$ cat src/rtl/moddiv_pkg.sv
// Shared defaults for the programmable modulo divider.
package moddiv_pkg;
    localparam int DEFAULT_WIDTH     = 8;
    localparam int DEFAULT_RESET_DIV = 6;
endpackage

$ cat src/rtl/moddiv_shadow.sv
// Holds a requested divisor until the counter can safely switch to it.
// Zero requests are rejected with a load_err pulse.
module moddiv_shadow
    import moddiv_pkg::*;
#(
    parameter int WIDTH = DEFAULT_WIDTH
) (
    input  logic             clk,
    input  logic             reset,
    input  logic             div_load,
    input  logic [WIDTH-1:0] div_in,
    input  logic             apply_ok,
    output logic             apply,
    output logic [WIDTH-1:0] new_div,
    output logic             load_ack,
    output logic             load_err
);
    logic             pend_valid_q, pend_valid_d;
    logic [WIDTH-1:0] pend_div_q, pend_div_d;
    logic             ack_q, err_q;
    logic             load_ok;

    assign load_ok = div_load && (div_in != '0);

    // A load arriving on the switching edge is applied directly, so the last write wins.
    assign new_div = load_ok ? div_in : pend_div_q;
    assign apply   = (load_ok || pend_valid_q) && apply_ok;

    always_comb begin
        pend_valid_d = pend_valid_q;
        pend_div_d   = pend_div_q;
        if (load_ok) begin
            pend_valid_d = 1'b1;
            pend_div_d   = div_in;
        end
        if (apply) begin
            pend_valid_d = 1'b0;
        end
    end

    always_ff @(posedge clk or negedge reset) begin
        if (!reset) begin
            pend_valid_q <= 1'b0;
            pend_div_q   <= '0;
            ack_q        <= 1'b0;
            err_q        <= 1'b0;
        end else begin
            pend_valid_q <= pend_valid_d;
            pend_div_q   <= pend_div_d;
            ack_q        <= apply;
            err_q        <= div_load && (div_in == '0);
        end
    end

    assign load_ack = ack_q;
    assign load_err = err_q;
endmodule

$ cat src/rtl/prog_modulo_divider.sv
// Programmable modulo-N counter with tick pulse and toggle output.
// Optional duty output enabled by defining MODDIV_DUTY_EN.
module prog_modulo_divider
    import moddiv_pkg::*;
#(
    parameter int WIDTH     = DEFAULT_WIDTH,
    parameter int RESET_DIV = DEFAULT_RESET_DIV
) (
    input  logic             clk,
    input  logic             reset,
    input  logic             en,
    input  logic [WIDTH-1:0] div_in,
    input  logic             div_load,
    output logic [WIDTH-1:0] count,
    output logic [WIDTH-1:0] div_active,
    output logic             tick,
    output logic             out,
    output logic             load_ack,
    output logic             load_err
`ifdef MODDIV_DUTY_EN
    ,
    output logic             duty
`endif
);
    logic [WIDTH-1:0] count_q, count_d;
    logic [WIDTH-1:0] div_q, div_d;
    logic             out_q, out_d;
    logic             tick_q, tick_d;
    logic             wrap, apply;
    logic [WIDTH-1:0] new_div;

    assign wrap = en && (count_q == div_q - 1'b1);

    // While disabled there is no wrap to wait for, so a pending divisor switches immediately.
    moddiv_shadow #(.WIDTH(WIDTH)) u_shadow (
        .clk      (clk),
        .reset    (reset),
        .div_load (div_load),
        .div_in   (div_in),
        .apply_ok (wrap || !en),
        .apply    (apply),
        .new_div  (new_div),
        .load_ack (load_ack),
        .load_err (load_err)
    );

    always_comb begin
        count_d = count_q;
        div_d   = div_q;
        out_d   = out_q;
        tick_d  = tick_q;
        if (en) begin
            tick_d = wrap;
            if (wrap) begin
                count_d = '0;
                out_d   = ~out_q;
            end else begin
                count_d = count_q + 1'b1;
            end
        end
        if (apply) begin
            div_d   = new_div;
            count_d = '0;
        end
    end

    always_ff @(posedge clk or negedge reset) begin
        if (!reset) begin
            count_q <= '0;
            div_q   <= WIDTH'(RESET_DIV);
            out_q   <= 1'b0;
            tick_q  <= 1'b0;
        end else begin
            count_q <= count_d;
            div_q   <= div_d;
            out_q   <= out_d;
            tick_q  <= tick_d;
        end
    end

    assign count      = count_q;
    assign div_active = div_q;
    assign out        = out_q;
    assign tick       = tick_q;

`ifdef MODDIV_DUTY_EN
    logic [WIDTH:0] half_q;
    // Ceiling of N/2 so odd divisors are high for the larger half.
    assign half_q = ({1'b0, div_q} + (WIDTH+1)'(1)) >> 1;
    assign duty   = ({1'b0, count_q} < half_q);
`endif
endmodule

$ cat config.mk
export PLATFORM = sky130hd
export DESIGN_NAME = prog_modulo_divider
export DESIGN_NICKNAME = d
export VERILOG_FILES = /design/src/rtl/moddiv_pkg.sv /design/src/rtl/moddiv_shadow.sv /design/src/rtl/prog_modulo_divider.sv
export SDC_FILE = /design/constraint.sdc
export NUM_CORES = 1
export LEC_CHECK = 0
export ABC_AREA = 0
export CAP_MARGIN = 20
export CORE_MARGIN = 10
export CORE_UTILIZATION = 40
export CTS_CLUSTER_DIAMETER = 40
export DETAILED_ROUTE_END_ITERATION = 6
export GPL_ROUTABILITY_DRIVEN = 0
export PLACE_DENSITY_LB_ADDON = 0.12
export SYNTH_ARGS = -nofsm -noshare
export SYNTH_HDL_FRONTEND = slang
export SYNTH_SLANG_ARGS = --single-unit
$ cat constraint.sdc
create_clock -name clk -period 3.41 [get_ports clk]
set_input_delay 0.682 -clock clk [delete_from_list [all_inputs] [get_ports clk]]
set_output_delay 0.682 -clock clk [all_outputs]
set_load 0.02 [all_outputs]
# Yosys cells after proc, flatten, opt, wreduce, memory -nomap -nowiden
# Cells that the tools add are included.
# op_classes
muxes	6
n_shift	0
n_eq_ne	1
order_cmp	0
div_mod_pow	0
n_bitwise	1
add_sub_neg	2
n_mul	0
reduce_logical	12
# op_table
op	count
8-bit two-way mux	4
8-bit by 1-bit adder with 8-bit output (second input constant)	1
8-bit == test	1
8-bit zero test	1
8-bit nonzero test	1
8-bit by 1-bit subtractor with 8-bit output (second input constant)	1
1-bit logical AND	4
2-bit nonzero test	2
1-bit logical OR	2
1-bit two-way mux	2
2-bit AND reduction	1
1-bit zero test	1
1-bit inverter	1
# totals
inputBits	12
mem_bits_ro	0
regBits	29
mem_bits_rw	0
n_memories	0
latch_bits	0

# Logic depth before layout (Yosys ltp)
# Gate-level depths: netlist of the first run.
# logic_depth
word_depth	6
ltp_mapped	8

# Hierarchy
# Synthesis of the first run repeated with hierarchy kept, for this count alone.
# hier_totals
cells_unflattened	132
area_unflattened_um2	1559.0
# modules_own_cells
mod	n_inst	cells_each	seq_area_each_um2	area_each_um2
prog_modulo_divider	1	104	452.9	1146.1
moddiv_shadow	1	28	275.3	412.9

# Least setup slack after synthesis of the first run
# No wires, ideal clock.
# synth_timing
path_type	register -> register
from	register div_q[0] (netlist: div_active[0])
to	register div_q[4] (netlist: div_active[4])
path_slack_ns	0.870
n_path_buf	0
synth_period_minus_slack_ns	2.540
arrival_time_ns	2.412
stages_incl_launch_ff	9
cell_sequence	dfrtp_1 > inv_1 > ha_1 > or3b_2 > nor2_1 > nand2_1 > a2111oi_4 > o21ai_4 > mux2_1
# synth_via
elab_chain_len	5
# synth_lines
item	line_no	rtl
from (decl)	prog_modulo_divider.sv:26	logic [WIDTH-1:0] div_q, div_d;
from (signal assigned)	prog_modulo_divider.sv:70	div_q <= WIDTH'(RESET_DIV);
from (signal assigned)	prog_modulo_divider.sv:75	div_q <= div_d;
8-bit by 1-bit subtractor with 8-bit output	prog_modulo_divider.sv:32	assign wrap = en && (count_q == div_q - 1'b1);
8-bit == test	prog_modulo_divider.sv:32	
1-bit logical AND	prog_modulo_divider.sv:32	
1-bit logical OR	prog_modulo_divider.sv:40	.apply_ok (wrap || !en),
1-bit logical AND	moddiv_shadow.sv:27	assign apply = (load_ok || pend_valid_q) && apply_ok;
# Every way passes these cells.
# A chain may end at the register's enable or synchronous reset.

# Worst setup path after layout of the first run
# layout_timing
from	register div_q[0] (netlist: div_active[0])
to	register div_q[0] (netlist: div_active[0])
# Same word-level chain as after synthesis.

==> results.txt, run 1 <==
status: finished clean
pin count of the biggest net entering global routing: 30
Synth warnings: 0
Syn Area/Cell: 11.6 sq um
HPWL after detailed placement: 2490 um
All-Layer GR Usage: 11.1%
antenna diode count: 0
vias in the first global route: 1086
via count: 1070
Worst-path clk slew: 0.06 ns
Initial Utilization: 42.5%
number of max-cap violations: 0
Main synth FF type: dfrtp_1
crit path max fanout: 9
Rel. slew slack: 61.4%
post-CTS setup buffers: 0
RSZ-0062 raised after global routing: no
layout cells sized above 1: 12.3%
Area growth, synth to finish: 32.0%
Pwr Density: 572 nW/um^2
num rows: 21
Port Buf Inserts: 31
I/O pin count: 32
clock sinks: 29
r2r worst-path depth: 8
Root Buffer: clkbuf_8
cts hold-fix bufs: 0
Fmax: 376 MHz
library cells used by synthesis: 33
area of the core: 3440 sq um
WP data required: 3.58 ns
fin crit period: 2.66 ns
Seq cells post-synth: 29
arrival time worst endpoint: 2.83 ns
total CTS buffers: 5
Final Slew Violations: 0
top cells by count, synth: dfrtp_1 (27), nand2_1 (10), xnor2_1 (10)
PostCTS Resize Cnt: 0
1st-pass router iterations: 4
Clock Skew: 0.00347 ns
Max clock buf depth: 2
first-pass GRT wire length: 5480 um
final net count: 175
Routed WL: 3390 um
H-tree levels: 2
Reg2Reg Setup Slack: 0.75 ns
Final Total Pwr: 1.10 mW
Netlist Area Pre-Place: 1460 sq um
Routed Antenna Nets: 0
biggest area consumer among synthesized cells: dfrtp_1
drc violations: 0
Worst-Margin Slew: 0.579 ns
grt total ovfl: 0
HP Start: out
Post-Route Utilization: 56.1%
Synthesized Nets: 140
Async SR Flop Fraction: 100%
crit path launch type: register
Synth top area share: 46.2%
count leader, synth: dfrtp_1
Fin Setup TNS: 0 ns
vias per cell: 5.14
die area: 6470 sq um
WHS Path Cells: 1
Skew-Pair Late Insertion Delay: 0.28 ns
Reg2Reg Launch Point: div_active[0]
filler cell count: 319
# placed instances: 200
Setup CP Type: register to register
Final setup viols: 0
P_leak: 0.860 nW
Hold Fails Final Rpt: 0
reg2reg end: div_active[0]
Starting DRT DRC Count: 87
HP Class: register to register
synth top area cells: dfrtp_1 (46%), xnor2_1 (6.0%), a22o_1 (4.8%)
Peak VDD IR: 0.215 mV
EDFF count, synth: 0
synthesized instance count: 126
WHS Endpoint: out
final worst-path cycle share: 78.0%
CTS tree: built
final non-filler cell total: 208
Critical Path Source: div_active[0]
initial antenna violation count: 0
per-cell routed wire length: 16.3 um
Die Width: 80.4 um
nature of the critical path endpoint: register
Die Ht: 80.4 um
Seq/Total Area, Yosys: 49.8%
## worst max-delay path by stage
stage	end	slack, ns	cells past startpoint
finish	div_active[0]	0.75	8
global route	out	0.56	6
CTS	div_active[0]	0.73	8
detailed placement	div_active[3]	0.67	7
global placement	div_active[5]	0.71	7
floorplan	div_active[4]	0.87	8
## area by class of cell
class | instances | area [sq um] | share of cell area (%)
Inverter | 5 | 18.8 | 0.973
Tap cell | 46 | 57.6 | 2.98
Clock inverter | 2 | 35.0 | 1.82
Sequential cell | 29 | 728 | 37.7
Clock buffer | 6 | 72.6 | 3.76
Multi-Input combinational cell | 88 | 699 | 36.3
Timing Repair Buffer | 32 | 318 | 16.5
## power breakdown
part           internal (mW)  switching, mW  leakage, nW  total, mW
Combinational          0.154          0.151        0.439      0.306
Sequential             0.393         0.0578        0.366      0.450
Clock                  0.216          0.132       0.0552      0.348
## critical path, stage by stage (launching register included)
cell and delay [ns]:
dfrtp_1 0.44, inv_1 0.09, ha_1 0.21, or3b_2 0.49, nor2_1 0.12, nand2_1 0.09
a2111oi_4 0.59, o21ai_4 0.18, mux2_1 0.34
## placed cells by master (no fill, tap or decap), drive strengths merged, types with 3 or more instances in the layout
cell / count
dfrtp: 27
nor4: 3
clkdlybuf4s50: 31
xor2: 6
clkbuf: 6
xnor2: 10
o211a: 5
nand2b: 3
mux2: 9
inv: 5
nor3: 5
a22o: 8
nor2: 6
nand2: 10
## flip-flops by register name, summed over array words and instances (netlist names)
signal / flops
u_shadow.load_ack: 1
u_shadow.pend_valid_q: 1
div_active: 8
u_shadow.pend_div_q: 8
u_shadow.load_err: 1
out: 1
count: 8
tick: 1
## per-layer routing
layer	vias to the layer above	part of all wire, %	track usage [%]
li1	522	-	-
met1	519	44	13.0
met2	24	47	16.2
met3	5	7.7	5.68
met4	0	1.8	5.28
met5	-	0	0
## cell families (layout without fill, tap and decap cells)
logic type	count (synthesis)	in the layout	synth area share, %
flops	29	29	49.8
mux	9	9	6.93
fa+ha+maj	2	2	1.71
simple gates	38	38	13.9
compound gates	23	23	15.8
buf+inv	9	45	2.31
xor+xnor	16	16	9.59
## through the flow
stage / setup slack [ns] / hold slack (ns) / instance area (sq um)
6_report: 0.749 / 0.469 / 1930
4_1_cts: 0.732 / 0.476 / 1930
2_1_floorplan: 0.870 / 0.386 / 1460
3_3_place_gp: 0.707 / 0.462 / 1820
3_5_place_dp: 0.668 / 0.464 / 1820
5_1_grt: 0.560 / 0.519 / 1930
No activity file was read; power rests on OpenSTA's default activity.
==> run 2: changes to the inputs <==
clock period = 2.6 ns   (was 3.41 ns; I/O delays follow)
==> results.txt, run 2 (synthesized netlist as in run 1, its figures left out) <==
status: finished clean (unchanged)
first-pass GRT wire length: 5890 um (was 5480 um)
HPWL after detailed placement: 2580 um (was 2490 um)
DP Worst Slack: 0.107 ns (was 0.668 ns)
via count: 1135 (was 1070)
filler cell count: 276 (was 319)
grt total ovfl: 0 (unchanged)
initial antenna violation count: 0 (unchanged)
I/O pin count: 32 (unchanged)
CTS tree: built (unchanged)
nature of the critical path endpoint: register (unchanged)
Clock Skew: 0.00625 ns (was 0.00347 ns)
final worst-path cycle share: 96.8% (was 78.0%)
Area growth, synth to finish: 42.1% (was 32.0%)
vias per cell: 5.11 (was 5.14)
vias in the first global route: 1178 (was 1086)
Hold Fails Final Rpt: 0 (unchanged)
total CTS buffers: 5 (unchanged)
Die Ht: 80.4 um (unchanged)
metal2 WL: 1630 um (was 1590 um)
clock sinks: 29 (unchanged)
commonest non-fill, non-tap cell in the layout: clkdlybuf4s50_1 (unchanged)
P_leak: 0.944 nW (was 0.860 nW)
area of the core: 3440 sq um (unchanged)
crit path max fanout: 9 (unchanged)
worst setup path endpoint: div_active[5] (was div_active[0])
RSZ-0062 raised after global routing: yes (was no)
highest metal used: met4 (unchanged)
Peak VDD IR: 0.506 mV (was 0.215 mV)
Root Buffer: clkbuf_8 (unchanged)
Worst-path clk slew: 0.06 ns (about the same)
Die Width: 80.4 um (unchanged)
fin crit period: 2.52 ns (was 2.66 ns)
final hold slack: 0.472 ns (was 0.469 ns)
Routed Antenna Nets: 0 (unchanged)
num rows: 21 (unchanged)
drc violations: 0 (unchanged)
CP delay by family, top: simple AND/OR/NAND/NOR gates (was compound AO/OA/AOI/OAI gates)
Fin Setup TNS: 0 ns (unchanged)
number of max-cap violations: 0 (unchanged)
Setup CP Type: register to register (unchanged)
Final Slew Violations: 0 (unchanged)
Buf/Inv on CP: 3 (was 1)
FF+latch area: 728 sq um (unchanged)
Critical-path top delay cell: or3b_2 (was a2111oi_4)
Skew-Pair Late Insertion Delay: 0.28 ns (about the same)
HP Class: register to register (unchanged)
footprint of the multi-input gates: 717 sq um (was 699 sq um)
antenna diode count: 0 (unchanged)
die area: 6470 sq um (unchanged)
reg2reg end: div_active[5] (was div_active[0])
cell area after layout: 2080 sq um (was 1930 sq um)
Worst-Margin Slew: 0.366 ns (was 0.579 ns)
Routed WL: 3450 um (was 3390 um)
Rel. slew slack: 75.6% (was 61.4%)
Final setup viols: 0 (unchanged)
placement-stage cell area: 1900 sq um (was 1820 sq um)
pin count of the biggest net entering global routing: 30 (unchanged)
final net count: 189 (was 175)
H-tree levels: 2 (unchanged)
Critical Path Source: div_active[0] (unchanged)
All-Layer GR Usage: 11.7% (was 11.1%)
layout cells sized above 1: 22.2% (was 12.3%)
1st-pass router iterations: 4 (unchanged)
Starting DRT DRC Count: 43 (was 87)
CP max stage delay: 0.48 ns (was 0.59 ns)
Pwr Density: 735 nW/um^2 (was 572 nW/um^2)
WP data required: 2.76 ns (was 3.58 ns)
most frequent cells in the layout: clkdlybuf4s50_1 (31), dfrtp_1 (27), buf_4 (14) (was clkdlybuf4s50_1 (31), dfrtp_1 (27), nand2_1 (10), xnor2_1 (10), a22o_1 (8))
Port Buf Inserts: 31 (unchanged)
final worst setup slack: 0.0828 ns (was 0.749 ns)
Reg2Reg Setup Slack: 0.08 ns (was 0.75 ns)
WL met1: 1520 um (was 1480 um)
CP Depth: 10 (was 8)
Post-Route Utilization: 60.3% (was 56.1%)
r2r worst-path depth: 10 (was 8)
met3 routed WL: 241 um (was 263 um)
arrival time worst endpoint: 2.68 ns (was 2.83 ns)
Max clock buf depth: 2 (unchanged)
Reg2Reg Launch Point: div_active[0] (unchanged)
per-cell routed wire length: 15.5 um (was 16.3 um)
crit path launch type: register (unchanged)
worst path cell trace: inv_1 > ha_1 > or3b_2 > nor2_1 > nand2_1 > a2111oi_4 > buf_4 > o21ai_4 > buf_12 > mux2_1 (was inv_1 > ha_1 > or3b_2 > nor2_1 > nand2_1 > a2111oi_4 > o21ai_4 > mux2_1)
Fmax: 397 MHz (was 376 MHz)
Initial Utilization: 42.5% (unchanged)
[run 2: through the flow]
| step | std cells | total power, mW |
|---|---|---|
| after detailed placement | 210 | 1.03 |
| after CTS | 218 | 1.53 |
| final | 222 | 1.53 |
| after global placement | 210 | 1.02 |
| after global routing | 222 | 1.61 |
| after floorplan | 126 | 0.830 |
[run 2: how the worst min path moves through the flow]
stage          endpoint  cells past startpoint  slack [ns]   from
3_3_place_gp        out                      1        0.46    out
4_1_cts             out                      1        0.48    out
6_report            out                      1        0.47    out
2_1_floorplan  count[0]                      0        0.22  reset
5_1_grt             out                      1        0.52    out
3_5_place_dp        out                      1        0.47    out
[run 2: worst reg2reg max path, stage by stage (launching register included)]
cell and delay [ns]:
dfrtp_1 0.42, inv_1 0.07, ha_1 0.15, or3b_2 0.48, nor2_1 0.12, nand2_1 0.09
a2111oi_4 0.36, buf_4 0.20, o21ai_4 0.07, buf_12 0.14, mux2_1 0.31
[run 2: repair_timing]
item / in CTS / in global routing
endpoints found under the setup margin: 0 / 17
hold buffers: 0 / 0
setup buffers: 0 / 4
gates resized for setup: 0 / 4
[run 2: per-layer routing]
layer | vias to the layer above | track usage [%]
li1 | 556 | -
met1 | 548 | 15.2
met2 | 24 | 16.4
met3 | 7 | 4.12
met4 | 0 | 5.99
met5 | - | 0
[run 2: where the power goes]
part           internal [mW]  switching [mW]
combinational          0.240           0.219
clock                  0.311           0.175
sequential             0.515          0.0676
total                   1.07           0.461
[run 2: area by class of cell]
type                       count  share of cell area (%)
tap                           46                    2.77
inverter                       5                   0.904
timing repair buffer          46                    21.0
multi-input combinational     88                    34.5
clock buffer                   6                    3.98
sequential                    29                    35.1
clock inverter                 2                    1.81
==> run 3: changes to the inputs <==
ABC_AREA = not set   (was 0)
GPL_TIMING_DRIVEN = 0   (was not set)
==> results.txt, run 3 (synthesized netlist as in run 1, its figures left out) <==
crit path launch type: register (unchanged)
arrival time worst endpoint: 2.66 ns (was 2.68 ns)
All-Layer GR Usage: 11.5% (was 11.7%)
Max clock buf depth: 2 (unchanged)
crit path max fanout: 9 (unchanged)
Die Ht: 80.4 um (unchanged)
Setup CP Type: register to register (unchanged)
I/O pin count: 32 (unchanged)
final net count: 183 (was 189)
clock sinks: 29 (unchanged)
Worst-Margin Slew: 0.750 ns (was 0.366 ns)
Final Slew Violations: 0 (unchanged)
Rel. slew slack: 49.8% (was 75.6%)
fin crit period: 2.50 ns (was 2.52 ns)
initial antenna violation count: 0 (unchanged)
Final setup viols: 0 (unchanged)
Skew-Pair Late Insertion Delay: 0.28 ns (about the same)
1st-pass router iterations: 4 (unchanged)
Port Buf Inserts: 31 (unchanged)
Final Total Pwr: 1.55 mW (was 1.53 mW)
HP Class: register to register (unchanged)
grt total ovfl: 0 (unchanged)
worst path cell trace: or4_4 > o221a_2 > nor3_4 > a2111oi_4 > buf_4 > o21ai_4 > mux2_2 (was inv_1 > ha_1 > or3b_2 > nor2_1 > nand2_1 > a2111oi_4 > buf_4 > o21ai_4 > buf_12 > mux2_1)
WP data required: 2.77 ns (was 2.76 ns)
nature of the critical path endpoint: register (unchanged)
HPWL after detailed placement: 2620 um (was 2580 um)
Critical-path top delay cell: or4_4 (was or3b_2)
P_leak: 0.915 nW (was 0.944 nW)
antenna diode count: 0 (unchanged)
DP Worst Slack: -0.159 ns (was 0.107 ns)
commonest non-fill, non-tap cell in the layout: clkdlybuf4s50_1 (unchanged)
final hold slack: 0.476 ns (was 0.472 ns)
cts hold-fix bufs: 0 (unchanged)
final worst-path cycle share: 96.0% (was 96.8%)
area of the core: 3440 sq um (unchanged)
pin count of the biggest net entering global routing: 17 (was 30)
vias per cell: 5.17 (was 5.11)
Pwr Density: 741 nW/um^2 (was 735 nW/um^2)
num rows: 21 (unchanged)
drc violations: 0 (unchanged)
status: finished clean (unchanged)
final worst setup slack: 0.105 ns (was 0.0828 ns)
placement-stage cell area: 1860 sq um (was 1900 sq um)
filler cell count: 280 (was 276)
total CTS buffers: 5 (unchanged)
via count: 1117 (was 1135)
most frequent cells in the layout: clkdlybuf4s50_1 (31), dfrtp_1 (25), nand2_1 (10) (was clkdlybuf4s50_1 (31), dfrtp_1 (27), buf_4 (14))
H-tree levels: 2 (unchanged)
die area: 6470 sq um (unchanged)
Routed Antenna Nets: 0 (unchanged)
Fmax: 401 MHz (was 397 MHz)
Area growth, synth to finish: 42.7% (was 42.1%)
Fin Setup TNS: 0 ns (unchanged)
layout cells sized above 1: 20.0% (was 22.2%)
Starting DRT DRC Count: 68 (was 43)
Reg2Reg Setup Slack: 0.10 ns (was 0.08 ns)
Clock Skew: 0.00245 ns (was 0.00625 ns)
Routed WL: 3470 um (was 3450 um)
number of max-cap violations: 0 (unchanged)
first-pass GRT wire length: 5810 um (was 5890 um)
Root Buffer: clkbuf_8 (unchanged)
vias in the first global route: 1162 (was 1178)
cell area after layout: 2090 sq um (was 2080 sq um)
Worst-path clk slew: 0.06 ns (about the same)
Peak VDD IR: 0.433 mV (was 0.506 mV)
Die Width: 80.4 um (unchanged)
CTS tree: built (unchanged)
Hold Fails Final Rpt: 0 (unchanged)
Initial Utilization: 42.5% (unchanged)
CP max stage delay: 0.60 ns (was 0.48 ns)
per-cell routed wire length: 16.0 um (was 15.5 um)
[run 3: final timing paths]
kind                                    start                     end  cells after the start
worst max-delay path            div_active[0]           div_active[3]                      7
worst min-delay path                      out                     out                      1
worst max register to register  div_active[0]           div_active[3]                      7
worst min register to register            out                     out                      1
max in group asynchronous               reset           div_active[2]                      2
min in group asynchronous               reset  u_shadow.pend_div_q[1]                      1
[run 3: layer usage]
| layer | up-vias | track usage (%) | part of all wire, % |
|---|---|---|---|
| met5 | - | 0 | 0 |
| met4 | 0 | 3.70 | 0.75 |
| met3 | 5 | 5.12 | 7.2 |
| met2 | 33 | 18.0 | 50 |
| met1 | 536 | 13.7 | 42 |
| li1 | 543 | - | - |
[run 3: critical path: cells and delay by family (launching register included)]
kind / cells / cell delay, ns
simple gates: 2 / 0.76
compound gates: 3 / 0.65
flops: 1 / 0.44
buf+inv: 1 / 0.17
mux: 1 / 0.37
[run 3: through the flow]
stage | cells | util [%]
after floorplan | 126 | -
after global placement | 203 | 53.1
after detailed placement | 204 | 53.9
after CTS | 215 | 58.8
after global routing | 216 | 60.6
final | 216 | 60.6
[run 3: area by class of cell]
class	instances	area, sq um	area share [%]
Clock inverter	2	37.5	1.80
Tap cell	46	57.6	2.76
Buffer	3	11.3	0.540
Sequential cell	29	731	35.0
Multi-Input combinational cell	88	772	37.0
Timing Repair Buffer	37	375	18.0
Inverter	5	18.8	0.900
Clock buffer	6	82.6	3.96
[run 3: what timing repair did]
| action | in CTS | in global routing |
|---|---|---|
| endpoints found under the hold margin | 0 | 0 |
| endpoints found under the setup margin | 16 | 16 |
| resized for setup | 3 | 11 |
| pin swaps | 2 | 9 |
| buffers inserted | 3 | 3 |
[run 3: power by group]
part           switching [mW]  internal, mW  total [mW]
combinational           0.229         0.240       0.469
sequential             0.0759         0.516       0.591
clock                   0.175         0.311       0.486
total                   0.479          1.07        1.55
